==> src/rtl/dmem_access_ctrl.sv <==
// Arbitrates the core LSU and DMA ports onto a single 4-lane byte-banked data RAM.
// Optional DMEM_ERR_STICKY_EN adds a sticky core-error flag with the captured address.
module dmem_access_ctrl #(
    parameter int ADDR_W     = 12,
    parameter int STARVE_MAX = 4
) (
    input  logic              clk,
    input  logic              rst_n,
    input  logic              core_req,
    input  logic              core_we,
    input  logic [1:0]        core_size,
    input  logic              core_unsigned,
    input  logic [ADDR_W-1:0] core_addr,
    input  logic [31:0]       core_wdata,
    output logic              core_gnt,
    output logic              core_rvalid,
    output logic [31:0]       core_rdata,
    output logic              core_err,
    input  logic              dma_req,
    input  logic              dma_we,
    input  logic [ADDR_W-1:0] dma_addr,
    input  logic [31:0]       dma_wdata,
    output logic              dma_gnt,
    output logic              dma_rvalid,
    output logic [31:0]       dma_rdata,
`ifdef DMEM_ERR_STICKY_EN
    input  logic              err_clr,
    output logic              err_sticky,
    output logic [ADDR_W-1:0] err_addr,
`endif
    output logic              mem_en,
    output logic [ADDR_W-3:0] mem_addr,
    output logic              mem_wen1,
    output logic              mem_wen2,
    output logic              mem_wen3,
    output logic              mem_wen4,
    output logic [7:0]        mem_wdata1,
    output logic [7:0]        mem_wdata2,
    output logic [7:0]        mem_wdata3,
    output logic [7:0]        mem_wdata4,
    input  logic [31:0]       mem_rdata
);

    typedef enum logic [1:0] {IDLE, ACC, RSP} state_t;
    localparam int CNT_W = $clog2(STARVE_MAX + 1);

    state_t            state_q, state_d;
    logic [CNT_W-1:0]  starve_q, starve_d;
    logic              sel_dma_q, sel_dma_d;
    logic              we_q, we_d;
    logic [1:0]        size_q, size_d;
    logic              uns_q, uns_d;
    logic [ADDR_W-1:0] addr_q, addr_d;
    logic [31:0]       wdata_q, wdata_d;

    logic              arb_edge, arb_go, dma_win;
    logic              legal;
    logic [3:0]        lane_mask;
    logic [31:0]       lane_data;
    logic [31:0]       rd_shift;
    logic [15:0]       half_sel;
    logic [31:0]       load_ext;

    // Arbitration happens on every edge that leaves IDLE or RSP.
    assign arb_edge = (state_q != ACC);
    assign arb_go   = arb_edge && (core_req || dma_req);
    assign dma_win  = dma_req && (!core_req || (starve_q == CNT_W'(STARVE_MAX)));

    always_ff @(posedge clk or negedge rst_n) begin
        if (!rst_n) state_q <= IDLE;
        else        state_q <= state_d;
    end

    always_comb begin
        state_d = state_q;
        case (state_q)
            IDLE, RSP: state_d = (core_req || dma_req) ? ACC : IDLE;
            ACC:       state_d = RSP;
            default:   state_d = IDLE;
        endcase
    end

    always_comb begin
        starve_d  = starve_q;
        sel_dma_d = sel_dma_q;
        we_d      = we_q;
        size_d    = size_q;
        uns_d     = uns_q;
        addr_d    = addr_q;
        wdata_d   = wdata_q;
        if (arb_edge) begin
            if (!dma_req || dma_win)                 starve_d = '0;
            else if (starve_q != CNT_W'(STARVE_MAX)) starve_d = starve_q + CNT_W'(1);
        end
        if (arb_go) begin
            sel_dma_d = dma_win;
            if (dma_win) begin
                // DMA is always a full word; low address bits drop out in the lane decode.
                we_d    = dma_we;
                size_d  = 2'b10;
                uns_d   = 1'b0;
                addr_d  = dma_addr;
                wdata_d = dma_wdata;
            end else begin
                we_d    = core_we;
                size_d  = core_size;
                uns_d   = core_unsigned;
                addr_d  = core_addr;
                wdata_d = core_wdata;
            end
        end
    end

    always_ff @(posedge clk or negedge rst_n) begin
        if (!rst_n) begin
            starve_q  <= '0;
            sel_dma_q <= 1'b0;
            we_q      <= 1'b0;
            size_q    <= 2'b00;
            uns_q     <= 1'b0;
            addr_q    <= '0;
            wdata_q   <= '0;
        end else begin
            starve_q  <= starve_d;
            sel_dma_q <= sel_dma_d;
            we_q      <= we_d;
            size_q    <= size_d;
            uns_q     <= uns_d;
            addr_q    <= addr_d;
            wdata_q   <= wdata_d;
        end
    end

    assign legal = sel_dma_q
                || (size_q == 2'b00)
                || (size_q == 2'b01 && !addr_q[0])
                || (size_q == 2'b10 && addr_q[1:0] == 2'b00);

    always_comb begin
        case (size_q)
            2'b00:   lane_mask = 4'b0001 << addr_q[1:0];
            2'b01:   lane_mask = addr_q[1] ? 4'b1100 : 4'b0011;
            default: lane_mask = 4'b1111;
        endcase
        case (size_q)
            2'b00:   lane_data = {4{wdata_q[7:0]}};
            2'b01:   lane_data = {2{wdata_q[15:0]}};
            default: lane_data = wdata_q;
        endcase
    end

    assign rd_shift = mem_rdata >> {addr_q[1:0], 3'b000};
    assign half_sel = addr_q[1] ? mem_rdata[31:16] : mem_rdata[15:0];

    always_comb begin
        case (size_q)
            2'b00:   load_ext = {{24{!uns_q && rd_shift[7]}}, rd_shift[7:0]};
            2'b01:   load_ext = {{16{!uns_q && half_sel[15]}}, half_sel};
            default: load_ext = mem_rdata;
        endcase
    end

    always_comb begin
        core_gnt    = 1'b0;
        core_rvalid = 1'b0;
        core_rdata  = '0;
        core_err    = 1'b0;
        dma_gnt     = 1'b0;
        dma_rvalid  = 1'b0;
        dma_rdata   = '0;
        mem_en      = 1'b0;
        {mem_wen4, mem_wen3, mem_wen2, mem_wen1} = 4'b0000;
        mem_addr    = addr_q[ADDR_W-1:2];
        {mem_wdata4, mem_wdata3, mem_wdata2, mem_wdata1} = lane_data;
        case (state_q)
            ACC: begin
                core_gnt = !sel_dma_q;
                dma_gnt  = sel_dma_q;
                mem_en   = legal;
                if (legal && we_q) {mem_wen4, mem_wen3, mem_wen2, mem_wen1} = lane_mask;
            end
            RSP: begin
                if (sel_dma_q) begin
                    dma_rvalid = 1'b1;
                    dma_rdata  = we_q ? 32'h0 : mem_rdata;
                end else begin
                    core_rvalid = 1'b1;
                    core_err    = !legal;
                    core_rdata  = (legal && !we_q) ? load_ext : 32'h0;
                end
            end
            default: ;
        endcase
    end

`ifdef DMEM_ERR_STICKY_EN
    logic              err_sticky_q, err_sticky_d;
    logic [ADDR_W-1:0] err_addr_q, err_addr_d;

    // A fresh error outranks a simultaneous clear so it is never lost.
    always_comb begin
        err_sticky_d = err_sticky_q;
        err_addr_d   = err_addr_q;
        if (err_clr) begin
            err_sticky_d = 1'b0;
            err_addr_d   = '0;
        end
        if (core_err && (!err_sticky_q || err_clr)) begin
            err_sticky_d = 1'b1;
            err_addr_d   = addr_q;
        end
    end

    always_ff @(posedge clk or negedge rst_n) begin
        if (!rst_n) begin
            err_sticky_q <= 1'b0;
            err_addr_q   <= '0;
        end else begin
            err_sticky_q <= err_sticky_d;
            err_addr_q   <= err_addr_d;
        end
    end

    assign err_sticky = err_sticky_q;
    assign err_addr   = err_addr_q;
`endif

endmodule
==> config.mk <==
export PLATFORM = sky130hd
export DESIGN_NAME = dmem_access_ctrl
export DESIGN_NICKNAME = d
export VERILOG_FILES = /design/src/rtl/dmem_access_ctrl.sv
export SDC_FILE = /design/constraint.sdc
export NUM_CORES = 1
export LEC_CHECK = 0
export ABC_AREA = 0
export ABC_CLOCK_PERIOD_IN_PS = 1840
export BUFFER_PORTS_ARGS = -buffer_cell sky130_fd_sc_hd__buf_4
export CAP_MARGIN = 20
export CORE_UTILIZATION = 40
export DETAILED_ROUTE_END_ITERATION = 10
export PLACE_DENSITY = 0.78
export SETUP_SLACK_MARGIN = 0.5
export SYNTH_ARGS = -nofsm -noshare
export SYNTH_HDL_FRONTEND = slang
export SYNTH_SLANG_ARGS = --single-unit
==> constraint.sdc <==
create_clock -name clk -period 1.84 [get_ports clk]
set_input_delay 0.092 -clock clk [delete_from_list [all_inputs] [get_ports clk]]
set_output_delay 0.092 -clock clk [all_outputs]
set_load 0.03 [all_outputs]
# Word level (Yosys, flattened, before mapping)
# Index checks and enable logic that the tools add are counted.
[totals]
regBits = 54
latchBits = 0
ramBits = 0
mem_bits_ro = 0
out_inout_bits = 116
wordCells = 82
memories = 0
[op_classes]
add_sub_neg = 1
n_mul = 0
div_mod_pow = 0
order_cmp = 0
eq_ne = 7
shifts = 2
mux = 37
n_bitwise = 0
reduce_logical = 27
[op_table]
columns = ["cell", "count"]
rows = [
  ["two-way mux 32 bit", 7],
  ["one-hot mux 32 bit (2 select lines)", 2],
  ["right shift 32 x 5 -> 8 bit", 1],
  ["two-way mux 1 bit", 20],
  ["two-way mux 16 bit", 1],
  ["two-way mux 12 bit", 1],
  ["logical AND 1 bit", 8],
  ["one-hot mux 4 bit (2 select lines)", 1],
  ["logical NOT 1 bit", 7],
  ["logical NOT 2 bit", 3],
  ["logical OR 1 bit", 6],
  ["two-way mux 3 bit", 2],
  ["== test 2 x 1 -> 1 bit, second input constant", 2],
  ["== test 2 bit, second input constant", 2],
  ["two-way mux 4 bit", 1],
  ["one-hot mux 2 bit (2 select lines)", 1],
  ["left shift 1 x 2 -> 4 bit, first input constant", 1],
  ["adder 3 x 1 -> 3 bit, second input constant", 1],
  ["== test 3 bit, second input constant", 1],
  ["inequality test 3 bit, second input constant", 1],
  ["two-way mux 2 bit", 1],
  ["inequality test 2 x 1 -> 1 bit, second input constant", 1],
  ["AND reduction 2 bit", 1],
  ["nonzero test 2 bit", 1],
  ["OR reduction 2 bit", 1],
]

# Logic depth before layout (Yosys ltp)
# Gate-level depths: netlist of run 1.
[depth]
ltp_word = 8
ltp_mapped = 9
depth_no_buf = 6

# Worst setup path before layout of run 1
# OpenSTA, ideal clock, no wires.
[synth_path]
kind = "register to output"
from = "register size_q[0]"
to = "output core_rdata[7]"
arrival_ns = 2.223
required_time_ns = 1.748
path_slack_ns = -0.475
path_stages_with_launch = 7
path_cell_list = "dfrtp_1 -> clkbuf_1 -> or2_2 -> o21ai_0 -> nand2_1 -> buf_2 -> a211oi_1"
[synth_between]
elab_chain_len = 8
elab_cells_between_ends = 13
classes_between = "eq/ne (2); mux (4); reduce/logical (7)"
[synth_lines]
columns = ["item", "line", "source"]
rows = [
  ["start: declaration", "51", "logic [1:0] size_q, size_d;"],
  ["start signal: assignment", "127", "size_q <= size_d;"],
  ["== test 2 x 1 -> 1 bit or logical NOT 2 bit (tied branches)", "136, 156, 135", ""],
  ["logical AND 1 bit or logical OR 1 bit (tied branches)", "136, 135", ""],
  ["logical OR 1 bit", "136", "|| (size_q == 2'b01 && !addr_q[0])"],
  ["logical OR 1 bit", "137", "|| (size_q == 2'b10 && addr_q[1:0] == 2'b00);"],
  ["logical AND 1 bit", "189", "core_rdata = (legal && !we_q) ? load_ext : 32'h0;"],
  ["two-way mux 32 bit *", "189", ""],
  ["two-way mux 32 bit *", "183", "if (sel_dma_q) begin"],
  ["two-way mux 32 bit *", "175", "case (state_q)"],
  ["end: declaration", "17", "output logic [31:0] core_rdata,"],
]
# Every way passes the cells marked *; elsewhere a longest branch is shown, timed or not.

# Final worst setup path of run 1
[layout_path]
from = "register addr_q[1]"
to = "output core_rdata[14]"
[layout_between]
elab_chain_len = 7
elab_cells_between_ends = 11
classes_between = "shift (1); mux (5); reduce/logical (5)"
[layout_lines]
columns = ["item", "line", "source"]
rows = [
  ["start: declaration", "53", "logic [ADDR_W-1:0] addr_q, addr_d;"],
  ["start signal: assignment", "129", "addr_q <= addr_d;"],
  ["branches (longest 4 deep; another with right shift 32 x 5 -> 8 bit)", "-", ""],
  ["two-way mux 32 bit *", "189", ""],
  ["two-way mux 32 bit *", "183", ""],
  ["two-way mux 32 bit *", "175", ""],
]
# Every way passes the cells marked *.

==> results of run 1 <==
==> Yosys cell counts (all sizes together), types with 2 or more instances <==
cell type / number / area share
a22o: 7 / 0.015
nand2: 62 / 0.059
nor3: 16 / 0.020
mux2: 24 / 0.068
a22oi: 8 / 0.015
inv: 9 / 0.0085
mux2i: 53 / 0.13
o21ai: 62 / 0.078
nor2: 21 / 0.020
ha: 2 / 0.0063
nor2b: 4 / 0.0063
a222oi: 7 / 0.018
nand2b: 3 / 0.0047
buf: 31 / 0.052
dfrtp: 54 / 0.34
and2: 34 / 0.054
a21o: 2 / 0.0038
clkbuf: 26 / 0.025
a21oi: 27 / 0.034
==> what timing repair did <==
action                     CTS  global route
buffers inserted            37            11
cloned                       7             1
hold buffers                 1             0
gates resized for setup    230            55
hold endpoints to repair    54             0
setup endpoints to repair  147           148
pin swaps                   22            14
==> logic make-up (layout without fill, tap and decap cells) <==
logic type | count (synthesis) | after routing | share of synthesized area
and+or+nand+nor | 147 | 147 | 0.177
AOI/OAI and AO/OA | 121 | 121 | 0.183
muxes | 78 | 78 | 0.208
buffers and inverters | 67 | 362 | 0.0861
DFF | 54 | 54 | 0.341
adders and majority gates | 2 | 2 | 0.00631
==> cell usage in the layout (no fill, tap or decap), types with 3 or more instances in the layout <==
cell type    n
nor2_4      12
buf_8        4
o21ai_4      7
mux2_4      18
mux2i_1     31
nor2_1       6
nor2_2       3
a22oi_1      7
a21oi_1     17
inv_2        3
dfrtp_1     53
o21ai_1     47
buf_6      130
o21ai_2      7
a21oi_4      4
nor3_4      16
buf_4      184
mux2i_2     14
mux2_2       6
a21oi_2      6
nand2_1     53
and2_4      31
buf_16       6
buf_12      17
nand2_4      7
a222oi_1     7
clkbuf_8     6
mux2i_4      8
inv_1        5
a22o_1       7
and2_1       3
==> metal layers <==
layer  GRT usage  part of all wire  vias up
li1            -                 -     2220
met1       0.347              0.35     2424
met2       0.615              0.54      283
met3      0.0573             0.068       61
met4       0.163             0.041        0
met5           0                 0        -
==> sequential cells by signal, summed over array words and instances (netlist names) <==
signal	cells
we_q	1
wdata_q	32
uns_q	1
state_q	2
sel_dma_q	1
size_q	2
addr_q	12
starve_q	3
==> layout make-up <==
cell class	instances	area share
sequential	54	0.162
inverter	10	0.00556
clock buffer	7	0.0104
tap	129	0.0194
multi-input combinational	348	0.385
timing repair buffer	344	0.417
clock inverter	1	0.00105
==> per-stage QoR <==
| stage | instances | TNS, ns | total power [uW] | cell area, um^2 | utilization |
|---|---|---|---|---|---|
| floorplan | 469 | -2.32 | 3630 | 4590 | - |
| global placement | 828 | -1.13 | 4630 | 6570 | 0.698 |
| detailed placement | 828 | -3.01 | 4710 | 6570 | 0.698 |
| CTS | 881 | -15.39 | 6190 | 7970 | 0.847 |
| global route | 893 | -22.74 | 6810 | 8330 | 0.885 |
| finish | 893 | -18.40 | 6550 | 8330 | 0.885 |
==> power by group <==
| part | switching [uW] | internal [uW] |
|---|---|---|
| clock network | 400 | 312 |
| logic | 2210 | 1970 |
| registers | 233 | 1410 |
| total | 2850 | 3700 |
==> path summary, 6_finish.rpt <==
check | startpoint | end | slack, ns | depth (start not counted)
max in group asynchronous | rst_n | size_q[1] | 0.98 | 2
hold reg to reg | addr_q[11] | addr_q[11] | 0.51 | 2
setup / recovery | addr_q[1] | core_rdata[14] | -0.43 | 5
hold / removal | core_unsigned | uns_q | 0.02 | 3
min in group asynchronous | rst_n | wdata_q[4] | 0.38 | 2
setup reg to reg | starve_q[1] | wdata_q[26] | -0.03 | 9
==> worst reg2reg max path, cell delays in order (launching register included) <==
cell      delay, ns
dfrtp_1        0.39
inv_2          0.07
ha_4           0.16
a21boi_4       0.17
nand2b_4       0.25
buf_12         0.15
buf_12         0.10
buf_16         0.12
mux2i_2        0.25
o21ai_1        0.11
==> impl_metrics.json, run 1 <==
{
  "outcome": "finished with violations",
  "violations": "setup timing",
  "start_util": 0.421,
  "synth_edf_count": 0,
  "vdd_ir_drop_max_uv": 554,
  "worst_pin_slew_ns": 0.693,
  "die_area_mm2": 0.0103,
  "relSlewSlack": 0.538,
  "first_iter_violations": 246,
  "dp_hpwl_um": 11000,
  "multi_input_area_mm2": 0.00320,
  "syn_area_mm2": 0.00397,
  "fin_crit_sh": 1.23,
  "port_buffers": 244,
  "syn_inst": 469,
  "pin_count": 245,
  "synth_async_sr_flop_share": 1.00,
  "diodes": 0,
  "gp_congestion": 0.876,
  "worstPathMaxFanout": 7,
  "nets": 894,
  "skew_ns": 0.0126,
  "cts_tree": "built",
  "startpoint_type": "flop",
  "yosysUniqueCellTypes": 41,
  "syn_to_final_growth_pct": 110,
  "setup_viol_count_final": 71,
  "htreeDepth": 2,
  "crit_arrival_ns": 2.17,
  "crit_family": "multiplexers",
  "setup_ws_ns": -0.427,
  "fmaxAchievable_ghz": 0.441,
  "clk_pin_slew_ns": 0.10,
  "die_y_um": 102,
  "grt_pass1_vias": 4982,
  "core_mm2": 0.00942,
  "ys_warn_count": 0,
  "dr_total_vias": 4988,
  "hold_viol": 0,
  "cp.required_ns": 1.75,
  "fin_crit_ns": 2.27,
  "crit_chain": "mux4_2 > or4_4 > buf_12 > a21oi_4 > buf_6",
  "final-seq-area_mm2": 0.00135,
  "critical_path_class": "flop to output port",
  "clk_latency_ns": 0.31,
  "cap_violations": 0,
  "antenna_found_initial": 0,
  "drc": 0,
  "avgSynthCellArea_um2": 8.46,
  "yosysSeqAreaShare": 0.341,
  "endpoint_kind": "output port",
  "via_per_inst": 5.59,
  "rows": 35,
  "drive_gt1_frac": 0.675,
  "final.fill_count": 405,
  "rsz0062_at_grt": "true",
  "drtAntennaViolNets": 0,
  "cts_buffers": 5,
  "die_x_um": 102,
  "synth.ff_latch_count": 54,
  "hold_slack_ns": 0.0227,
  "slowest_delay_ns": 0.52,
  "synth_nets": 600,
  "pre_cts_ws_ns": -0.232,
  "crit_slowest_cell": "mux4_2",
  "overflow": 0,
  "root_buffer": "clkbuf_8",
  "powerDensity_mw_per_mm2": 786,
  "grt_pass1_wl_um": 25600,
  "slew_viol_final": 0,
  "synth_flop_cell": "dfrtp_1",
  "crit_buf_inv": 2,
  "hp-class": "primary input to flop",
  "clock_path_buffers": 2,
  "routedWlPerCell_um": 20.6,
  "dr.pass1.iters": 4,
  "routed_wl_um": 18400,
  "p_leak_uw": 0.00396,
  "clock_sinks": 54,
  "grtUsageTotal": 0.326,
  "grt_max_degree": 55
}
(Power assumes the default switching activity.)
==> inputs of run 2 (changes only) <==
ABC_CLOCK_PERIOD_IN_PS = 2310   (was 1840)
CTS_BUF_LIST = sky130_fd_sc_hd__clkbuf_16   (was not set)
PLACE_DENSITY = 0.75   (was 0.78)
clock period = 2.31 ns   (was 1.84 ns; I/O delays follow)
==> impl_metrics.json, run 2 (same netlist as run 1, synthesis figures left out) <==
{
  "placed_area_mm2": 0.00621,
  "dr_total_vias": 4552,
  "port_buffers": 244,
  "die_x_um": 102,
  "largest_register_ff_count": 32,
  "worst_pin_slew_ns": 0.689,
  "setup_viol_count_final": 0,
  "grt_max_degree": 55,
  "top_register": "wdata_q",
  "clock_path_buffers": 2,
  "fmaxAchievable_ghz": 0.434,
  "slew_viol_final": 0,
  "antenna_found_initial": 0,
  "worstPathMaxFanout": 7,
  "rrSetupSlack_ns": 0.56,
  "grtUsageTotal": 0.263,
  "clk_pin_slew_ns": 0.07,
  "grt_pass1_vias": 4140,
  "diodes": 0,
  "dr_wl_met3_um": 1290,
  "first_iter_violations": 211,
  "hold_slack_ns": 0.0875,
  "final.fill_count": 633,
  "mostFrequentLayoutCell": "buf_4",
  "relSlewSlack": 0.541,
  "rows": 35,
  "dp_hpwl_um": 10600,
  "clock_sinks": 54,
  "grt_pass1_wl_um": 20700,
  "hp-class": "primary input to flop",
  "syn_to_final_growth_pct": 83.2,
  "topRoutingLayerUsed": "met4",
  "drtAntennaViolNets": 0,
  "fin_tns_setup_ns": 0,
  "cts_buffers": 5,
  "critical_path_class": "flop to output port",
  "nets": 845,
  "via_per_inst": 5.39,
  "fin_crit_ns": 2.30,
  "cap_violations": 0,
  "wl_met2_um": 8150,
  "drive_gt1_frac": 0.586,
  "dr.pass1.iters": 5,
  "rsz0062_at_grt": "true",
  "multi_input_area_mm2": 0.00288,
  "powerDensity_mw_per_mm2": 664,
  "startpoint_type": "flop",
  "hold_viol": 0,
  "clk_latency_ns": 0.29,
  "htreeDepth": 2,
  "vdd_ir_drop_max_uv": 439,
  "largestRegisters": "wdata_q: 32 flops, addr_q: 12 flops, starve_q: 3 flops",
  "routed_wl_um": 15800,
  "layout_common_cells": "buf_4 (223), nand2_1 (61), dfrtp_1 (52)",
  "root_buffer": "clkbuf_16",
  "finalInstanceArea_mm2": 0.00727,
  "die_y_um": 102,
  "start_util": 0.421,
  "p_leak_uw": 0.00357,
  "routedWlPerCell_um": 18.7,
  "overflow": 0,
  "pin_count": 245,
  "drc": 0,
  "setup_ws_ns": 0.00844,
  "die_area_mm2": 0.0103,
  "skew_ns": 0.00998,
  "wl_met1_um": 5690,
  "endpoint_kind": "output port",
  "gp_congestion": 0.942,
  "core_mm2": 0.00942,
  "fin_crit_sh": 0.996,
  "final-seq-area_mm2": 0.00135,
  "cts_tree": "built",
  "outcome": "finished clean",
  "cp.required_ns": 2.19,
  "pre_cts_ws_ns": 0.256,
  "crit_arrival_ns": 2.19,
  "final_core_util": 0.772
}
[run 2: cell count changes in the layout (fill, tap and decap cells not counted), sizes merged]
cell,delta
clkinv,+2
buf,-52
clkinvlp,-1
bufinv,+1
o21ai,+1
[run 2: where the power goes]
group	leakage [uW]	internal, uW	total (uW)	switching (uW)
Combinational	0.00282	1160	2690	1530
Sequential	0.000659	1130	1280	155
Clock	0.0000842	514	862	348
Total	0.00357	2800	4830	2030
[run 2: area by class of cell]
class | count | share of cell area
Clock buffer | 5 | 0.0172
Inverter | 10 | 0.00517
Timing Repair Buffer | 294 | 0.367
Clock inverter | 3 | 0.00603
Tap cell | 129 | 0.0222
Multi-Input combinational cell | 349 | 0.397
Sequential cell | 54 | 0.186
[run 2: stage by stage]
stage                     instances  power (uW)
after floorplan                 469        2790
after global placement          806        3550
after detailed placement        806        3590
after CTS                       825        4600
after global routing            844        5060
final                           844        4830
[run 2: worst max-delay path: stages (launching register included)]
cell     delay, ns
dfrtp_1       0.37
mux4_2        0.55
or4_4         0.48
buf_12        0.18
a21oi_4       0.15
buf_6         0.15
[run 2: per-layer routing]
layer	vias up	track usage
met5	-	0
met4	0	0.0981
met3	46	0.0545
met2	269	0.481
met1	2105	0.301
li1	2132	-
[run 2: timing repair]
item,in CTS,in global routing
endpoints found under the hold margin,54,0
buffers inserted,8,13
hold buffers,1,0
cloned,2,6
endpoints found under the setup margin,90,108
pin swaps,11,34
gates resized for setup,52,96
[run 2: worst paths after layout]
| check | from | end | cells past startpoint |
|---|---|---|---|
| max | addr_q[1] | core_rdata[10] | 5 |
| max reg2reg | starve_q[0] | wdata_q[30] | 7 |
| max in group asynchronous | rst_n | size_q[1] | 2 |
| min reg2reg | wdata_q[21] | wdata_q[21] | 2 |
| min | core_unsigned | uns_q | 3 |
| min in group asynchronous | rst_n | addr_q[8] | 2 |
==> inputs of run 3 (changes only) <==
CTS_BUF_LIST = sky130_fd_sc_hd__clkbuf_4 sky130_fd_sc_hd__clkbuf_8   (was sky130_fd_sc_hd__clkbuf_16)
GPL_TIMING_DRIVEN = 0   (was not set)
MAX_ROUTING_LAYER = met4   (was not set)
==> impl_metrics.json, run 3 (same netlist as run 1, synthesis figures left out) <==
{
  "drtAntennaViolNets": 0,
  "fin_crit_ns": 2.46,
  "cts_buffers": 5,
  "r2r_cells": 9,
  "regToRegStartpoint": "starve_q[0]",
  "p_sw_uw": 2210,
  "min_from": "core_unsigned",
  "syn_to_final_growth_pct": 99.2,
  "r2r_end": "wdata_q[20]",
  "worst_pin_slew_ns": 0.693,
  "grt_pass1_wl_um": 24300,
  "port_buffers": 244,
  "clk_latency_ns": 0.31,
  "worstHoldEndpoint": "uns_q",
  "clk_pin_slew_ns": 0.11,
  "mostFrequentLayoutCell": "buf_4",
  "core_mm2": 0.00942,
  "die_x_um": 102,
  "pre_cts_ws_ns": -0.0424,
  "clkPwrFrac": 0.114,
  "grt_max_degree": 55,
  "drive_gt1_frac": 0.624,
  "vdd_ir_drop_max_uv": 365,
  "grt_pass1_vias": 4610,
  "setup_viol_count_final": 14,
  "endpoint_kind": "output port",
  "diodes": 0,
  "overflow": 0,
  "dr_total_vias": 5048,
  "cap_violations": 0,
  "startpoint_type": "flop",
  "htreeDepth": 2,
  "rsz0062_at_grt": "true",
  "layout_common_cells": "buf_4 (208), buf_6 (95), nand2_1 (61)",
  "fin_crit_sh": 1.07,
  "crit_arrival_ns": 2.35,
  "grtUsageTotal": 0.323,
  "worstPathMaxFanout": 7,
  "rows": 35,
  "clock_path_buffers": 2,
  "drc": 0,
  "p_total_uw": 5030,
  "antenna_found_initial": 0,
  "switching_share": 0.439,
  "holdPathStages": 3,
  "rrSetupSlack_ns": 0.51,
  "fmaxAchievable_ghz": 0.406,
  "gp_congestion": 0.907,
  "setup_ws_ns": -0.152,
  "hold_viol": 0,
  "root_buffer": "clkbuf_8",
  "dr.pass1.iters": 5,
  "powerDensity_mw_per_mm2": 637,
  "cts_tree": "built",
  "die_area_mm2": 0.0103,
  "clock_sinks": 54,
  "first_iter_violations": 246,
  "pin_count": 245,
  "critical_path_class": "flop to output port",
  "top_register": "wdata_q",
  "routed_wl_um": 18800,
  "p_comb_frac": 0.628,
  "die_y_um": 102,
  "routedWlPerCell_um": 20.8,
  "final_core_util": 0.839,
  "p_leak_uw": 0.00388,
  "outcome": "finished with violations",
  "largestRegisters": "wdata_q: 32 flops, addr_q: 12 flops, starve_q: 3 flops",
  "hp-class": "primary input to flop",
  "power.internal_uw": 2820,
  "largest_register_ff_count": 32,
  "violations": "setup timing",
  "relSlewSlack": 0.538,
  "dp_hpwl_um": 12000,
  "final.fill_count": 529,
  "nets": 901,
  "start_util": 0.421,
  "skew_ns": 0.0137,
  "via_per_inst": 5.61,
  "slew_viol_final": 0,
  "power_frac_seq": 0.258,
  "cp.required_ns": 2.19
}
-- run 3: cell count changes in the layout (fill, tap and decap cells not counted), moves of 8 or more --
cell      previous run  this run
clkbuf_1             0         9
mux2_4               1        15
buf_4              223       208
buf_8                2        10
mux2_2              23         9
buf_6               51        95
-- run 3: area by class of cell --
class / instances / area [um^2] / area share
clock buffer: 6 / 82.6 / 0.0104
buffer: 57 / 569 / 0.0720
multi-input combinational: 348 / 2960 / 0.375
tap: 129 / 161 / 0.0204
sequential: 54 / 1360 / 0.171
timing repair buffer: 294 / 2710 / 0.342
clock inverter: 2 / 16.3 / 0.00206
inverter: 10 / 48.8 / 0.00617
-- run 3: worst max-delay path: stages, from the launching register on --
cell      delay [ns]
dfrtp_1         0.35
buf_6           0.11
mux4_2          0.53
or4_4           0.45
buf_12          0.17
a221oi_4        0.24
buf_6           0.18
-- run 3: worst max path at each step --
stage / from / to / slack [ns] / depth (start not counted)
6_report: addr_q[1] / core_rdata[15] / -0.15 / 6
5_1_grt: addr_q[1] / core_rdata[15] / -0.21 / 6
3_5_place_dp: size_q[0] / core_rdata[20] / -0.04 / 6
3_3_place_gp: size_q[0] / core_rdata[26] / -0.03 / 6
2_1_floorplan: addr_q[1] / core_rdata[15] / 0.27 / 5
4_1_cts: addr_q[1] / core_rdata[15] / -0.10 / 6
-- run 3: stage by stage --
step           hold WS, ns  cell area, um^2  setup TNS (ns)  std cells
2_1_floorplan       -0.180             4320               0        469
3_3_place_gp         0.196             6310          -0.286        842
3_5_place_dp         0.198             6310          -0.374        842
4_1_cts             0.0394             7180          -0.296        880
5_1_grt             0.0520             7900           -2.22        900
6_report            0.0472             7900          -0.977        900
-- run 3: layer usage --
| layer | routed length, um | track usage |
|---|---|---|
| met4 | 1030 | 0.146 |
| met5 | 0 | - |
| met1 | 6460 | 0.364 |
| met3 | 1510 | 0.0331 |
| met2 | 9750 | 0.574 |
-- run 3: power by group through the flow --
stage / clock, uW / sequential [uW] / combinational (uW)
after floorplan: 0 / 1240 / 1550
after global placement: 0 / 1270 / 2360
after detailed placement: 0 / 1290 / 2390
after CTS: 576 / 1270 / 2740
after global routing: 609 / 1320 / 3310
final: 573 / 1300 / 3160
-- run 3: repair_timing --
action                                  in CTS  in global routing
gates resized for setup                    135                159
hold buffers                                 1                  0
pin swaps                                   24                 41
endpoints found under the hold margin       54                  0
gates cloned                                 2                  4
setup buffers                               27                 16
endpoints found under the setup margin     143                138
